==> src/rtl/serial_adder.sv <==
// -----------------------------------------------------------------------------
// serial_adder
//
// Bit-serial adder. Each addition runs one operand bit pair per clock, LSB
// first, through a single full_adder. The carry lives in a flip-flop between
// bits, and the sum bits are collected in a partial-sum shift register.
//
// Handshake (valid/ready): `start` is a request. It is accepted on any rising
// edge where the block is not busy, that is in the IDLE or DONE state. When it
// is accepted, a/b/cin are captured on that same edge. While `busy` is high,
// `start` is ignored. `done` pulses for one cycle, and that is the first cycle
// in which the new sum/cout are valid. There is no back-pressure on the result.
// sum/cout hold their value until the next addition completes.
//
// Ports
//   clk    in   1      rising-edge clock
//   rst_n  in   1      asynchronous active-low reset
//   start  in   1      request to begin an addition
//   a      in   WIDTH  operand A (captured at acceptance)
//   b      in   WIDTH  operand B (captured at acceptance)
//   cin    in   1      carry-in   (captured at acceptance)
//   busy   out  1      addition in progress
//   done   out  1      one-cycle pulse: sum/cout just updated
//   sum    out  WIDTH  registered sum
//   cout   out  1      registered carry-out
//
// The FSM state is available as the internal signal state_q for debug and
// checker binding.
// -----------------------------------------------------------------------------

module full_adder (
  input  logic a,
  input  logic b,
  input  logic cin,
  output logic sum,
  output logic carry
);
  assign sum   = a ^ b ^ cin;
  assign carry = (a & b) | (cin & (a ^ b));
endmodule

module serial_adder #(
  parameter int WIDTH = 8
) (
  input  logic             clk,
  input  logic             rst_n,
  input  logic             start,
  input  logic [WIDTH-1:0] a,
  input  logic [WIDTH-1:0] b,
  input  logic             cin,
  output logic             busy,
  output logic             done,
  output logic [WIDTH-1:0] sum,
  output logic             cout
);

  localparam int            CW       = (WIDTH > 1) ? $clog2(WIDTH) : 1;
  localparam logic [CW-1:0] CNT_LAST = CW'(WIDTH - 1);

  typedef enum logic [1:0] {
    IDLE = 2'd0,
    RUN  = 2'd1,
    DONE = 2'd2
  } state_e;

  state_e           state_q, state_d;
  logic [WIDTH-1:0] sa_q, sa_d;
  logic [WIDTH-1:0] sb_q, sb_d;
  logic [WIDTH-1:0] ps_q, ps_d;
  logic [WIDTH-1:0] sum_q, sum_d;
  logic [CW-1:0]    cnt_q, cnt_d;
  logic             cy_q, cy_d;
  logic             cout_q, cout_d;
  logic             busy_q, busy_d;
  logic             done_q, done_d;

  logic             fa_sum;
  logic             fa_carry;

  full_adder u_fa (
    .a     (sa_q[0]),
    .b     (sb_q[0]),
    .cin   (cy_q),
    .sum   (fa_sum),
    .carry (fa_carry)
  );

  always_comb begin
    state_d = state_q;
    sa_d    = sa_q;
    sb_d    = sb_q;
    ps_d    = ps_q;
    sum_d   = sum_q;
    cnt_d   = cnt_q;
    cy_d    = cy_q;
    cout_d  = cout_q;

    case (state_q)
      IDLE, DONE: begin
        // DONE accepts a new request exactly like IDLE, so a held start
        // gives one addition every WIDTH+1 cycles.
        if (start) begin
          sa_d    = a;
          sb_d    = b;
          cy_d    = cin;
          ps_d    = '0;
          cnt_d   = '0;
          state_d = RUN;
        end else begin
          state_d = IDLE;
        end
      end
      RUN: begin
        sa_d  = sa_q >> 1;
        sb_d  = sb_q >> 1;
        cy_d  = fa_carry;
        // The new sum bit enters at the MSB. After WIDTH shifts the first
        // (LSB) bit has reached bit 0.
        ps_d  = ps_q >> 1;
        ps_d[WIDTH-1] = fa_sum;
        cnt_d = cnt_q + CW'(1);
        if (cnt_q == CNT_LAST) begin
          sum_d   = ps_d;
          cout_d  = fa_carry;
          state_d = DONE;
        end
      end
      default: state_d = IDLE;
    endcase

    // busy/done are registered copies of the next-state decode. This keeps
    // every output a flop with no input-to-output path.
    busy_d = (state_d == RUN);
    done_d = (state_d == DONE);
  end

  always_ff @(posedge clk or negedge rst_n) begin
    if (!rst_n) begin
      state_q <= IDLE;
      sa_q    <= '0;
      sb_q    <= '0;
      ps_q    <= '0;
      sum_q   <= '0;
      cnt_q   <= '0;
      cy_q    <= 1'b0;
      cout_q  <= 1'b0;
      busy_q  <= 1'b0;
      done_q  <= 1'b0;
    end else begin
      state_q <= state_d;
      sa_q    <= sa_d;
      sb_q    <= sb_d;
      ps_q    <= ps_d;
      sum_q   <= sum_d;
      cnt_q   <= cnt_d;
      cy_q    <= cy_d;
      cout_q  <= cout_d;
      busy_q  <= busy_d;
      done_q  <= done_d;
    end
  end

  assign busy = busy_q;
  assign done = done_q;
  assign sum  = sum_q;
  assign cout = cout_q;

endmodule
==> config.mk <==
export PLATFORM = sky130hd
export DESIGN_NAME = serial_adder
export DESIGN_NICKNAME = d
export VERILOG_FILES = /design/src/rtl/serial_adder.sv
export SDC_FILE = /design/constraint.sdc
export NUM_CORES = 1
export LEC_CHECK = 0
export ABC_AREA = 1
export CORE_MARGIN = 1.5
export CORE_UTILIZATION = 47
export CTS_CLUSTER_SIZE = 25
export DETAILED_ROUTE_END_ITERATION = 8
export PLACE_DENSITY = 0.75
export SYNTH_ARGS = -nofsm -noshare
export SYNTH_HDL_FRONTEND = slang
export SYNTH_SLANG_ARGS = --single-unit
export TNS_END_PERCENT = 100
==> constraint.sdc <==
create_clock -name clk -period 1.3 [get_ports clk]
set_input_delay 0.26 -clock clk [delete_from_list [all_inputs] [get_ports clk]]
set_output_delay 0.26 -clock clk [all_outputs]
set_load 0.01 [all_outputs]
==> impl_metrics.yaml <==
run_status:
  outcome: "finished clean"
worst_setup_path:
  cp-end-kind: "register"
  r2r_slack_ns: 0.04
  cp_slowest_cell: "fa_1"
  crit_type: "reg2reg"
  cp-start-kind: "register"
  cp_max_fo: 2
  crit_required_ns: 1.53
  cp_cell_sequence: "inv_2 > fa_1 > or2_4 > o21ai_1"
  critPathMaxStageDelay_ns: 0.49
  path_buf_inv: 1
  crit_arrival_ns: 1.49
  cpLargestDelayFamily: "adder cells"
timing:
  fmax_mhz: 792
  setup_ws_ns: 0.0378
  fin_crit_sh_pct: 97.1
  fin_crit_ns: 1.26
  worst_pin_slew_ns: 0.212
  rsz0062_at_grt: "no"
  final-setup-viol-count: 0
  slew_viol_final: 0
  final.setup_skew_ns: 0.00709
  relSlewSlack_pct: 85.9
  finalHoldViolCount: 0
drt:
  postRouteAntennaNets: 0
  via_count: 1521
  drtIter0Drc: 114
  drt_wl_total_um: 3770
  post_drt_wl_per_cell_um: 12.0
  firstDrtPassIters: 4
  drc: 0
  viasPerCell: 4.84
place:
  dp_hpwl_um: 2480
  placedCellCount: 304
  portBuffers: 30
  place_area_um2: 2320
  dp_slack_ns: -0.0427
  gp_congestion: 0.747
logic_synthesis:
  syn_nets: 248
  synth.avg_cell_area_um2: 8.40
  yosysTopAreaCell: "dfrtp_1"
  ys_top_cells_by_area: "dfrtp_1 (53%), nand2_1 (14%), inv_1 (8.5%), nand3_1 (7.7%), o21ai_2 (3.7%)"
  syn_area_um2: 1890
  synth-edff-count: 0
  synth_cell_types: 19
  synth_most_common_cell: "nand2_1"
  ys_warn_count: 0
  ys_async_sr_fraction_pct: 100
  ys_seq_area_share_pct: 53.0
  syn_inst: 225
  yosysTopAreaCellShare_pct: 53.0
  synth_ff_type: "dfrtp_1"
  synth-seq-cells: 40
  synth_commonest_cells: "nand2_1 (70), inv_1 (43), dfrtp_1 (40)"
floorplanning:
  die_x_um: 66.4
  coreArea_um2: 3770
  start_util_pct: 50.1
  top_level_ports: 31
  die-area_um2: 4410
  num_rows: 22
  die_h_um: 66.4
final_layout:
  antenna_cells: 0
  final_cells: 314
  postLayoutCellArea_um2: 2460
  multiInputGateArea_um2: 689
  final_util_pct: 65.3
  syn2layout_area_growth_pct: 30.3
  fillers: 319
  layout-drive-gt1-share_pct: 18.8
  nNetsFinal: 289
  regArea_um2: 1000
power_and_ir_drop:
  power_frac_comb_pct: 50.8
  swShare_pct: 40.0
  seq_power_share_pct: 36.2
  leakagePower_nw: 1.33
  p_int_w: 0.00359
  ir_drop_mv: 1.42
  power.density_nw_per_um2: 2430
  p_clk_share_pct: 13.0
  power_w: 0.00598
  switching_power_w: 0.00239
clock_tree:
  clk_pin_slew_ns: 0.08
  cts_made_buffers: 5
  htree_levels: 2
  clock_sinks: 40
  clock_latency_ns: 0.30
  clk_path_buf_depth: 2
  cts_tree: "done"
  cts_root_buffer: "clkbuf_8"
grt:
  track_usage_pct: 20.2
  grt_pass1_vias: 1406
  grt_max_degree: 41
  antenna_found_initial: 0
  grt-ovfl-total: 0
  grt_pass1_wl_um: 6430
job:
  drv_cap: 0
min_path:
  hold_class: "in2async"
## sequential cells by signal, indices dropped and copies added, names as in the netlist
signal	flops
sa_q	8
sb_q	8
sum	8
ps_q	7
cnt_q	3
state_q	2
busy	1
cout	1
cy_q	1
done	1
## metrics by stage
| step | setup TNS (ns) | hold slack (ns) |
|---|---|---|
| 2_1_floorplan | 0 | -0.0356 |
| 3_3_place_gp | -0.0987 | 0.249 |
| 3_5_place_dp | -0.517 | 0.245 |
| 4_1_cts | 0 | 0.463 |
| 5_1_grt | 0 | 0.491 |
| 6_report | 0 | 0.463 |
## worst paths after layout
check,start,to,cells after the start
worst max-delay path,cy_q,ps_q[7],4
worst min-delay path,rst_n,sum[4],3
worst max register to register,cy_q,ps_q[7],4
worst min register to register,sum[2],sum[2],2
max in group asynchronous,rst_n,state_q[0],3
min in group clk,sum[2],sum[2],2
## per-layer routing
layer	GRT usage (%)	vias to the layer above	routed length (µm)
li1	-	759	-
met1	25.6	729	1740
met3	7.16	5	163
met4	6.89	0	42
met5	0	-	0
met2	32.0	28	1830
## cell families (layout without fill, tap and decap cells)
group | count (synthesis) | in the layout | synth area share, %
compound gates | 21 | 21 | 7.15
fa+ha+maj | 3 | 3 | 2.38
buf+inv | 56 | 97 | 13.2
flops | 40 | 40 | 53.0
simple gates | 105 | 105 | 24.2
## worst min-delay path: stages
cell and delay, ns:
dlygate4sd3_1 0.52, buf_2 0.12, buf_12 0.23
## final cells by class
class	instances	area share [%]
repair buffers	44	18.5
clock inverters	1	0.203
inverters	46	7.22
clock buffers	6	2.95
flip-flops and latches	40	40.7
multi-input cells	129	28.0
well taps	48	2.44
## power by group through the flow
stage	registers, W	logic [W]	clock network, W
4_1_cts	0.00214	0.00307	0.000786
5_1_grt	0.00223	0.00345	0.000847
2_1_floorplan	0.00215	0.00190	0
3_3_place_gp	0.00213	0.00288	0
3_5_place_dp	0.00215	0.00297	0
6_report	0.00216	0.00303	0.000779
## cells in the final DEF, fill, tap and decap left out, types with 2 or more instances in the layout
cell type	netlist	layout
inv_4	2	2
inv_1	43	41
o21ai_0	6	6
buf_4	4	7
buf_12	0	5
o21ai_1	6	5
dfrtp_1	40	39
nand2_1	70	62
nand3_1	29	29
inv_2	1	3
clkdlybuf4s50_1	0	18
o21ai_2	8	9
nand2_2	0	6
nand2_4	3	5
dlygate4sd2_1	0	11
clkbuf_8	0	5
## timing repair
item                       in CTS  in global routing
resized for setup              19                 12
hold buffers                    1                  0
pin swaps                       3                  5
gates cloned                    1                  0
setup buffers                   3                  0
hold endpoints to repair       40                  0
setup endpoints to repair      21                 10
Note: power is estimated with default switching activity, not from simulation.
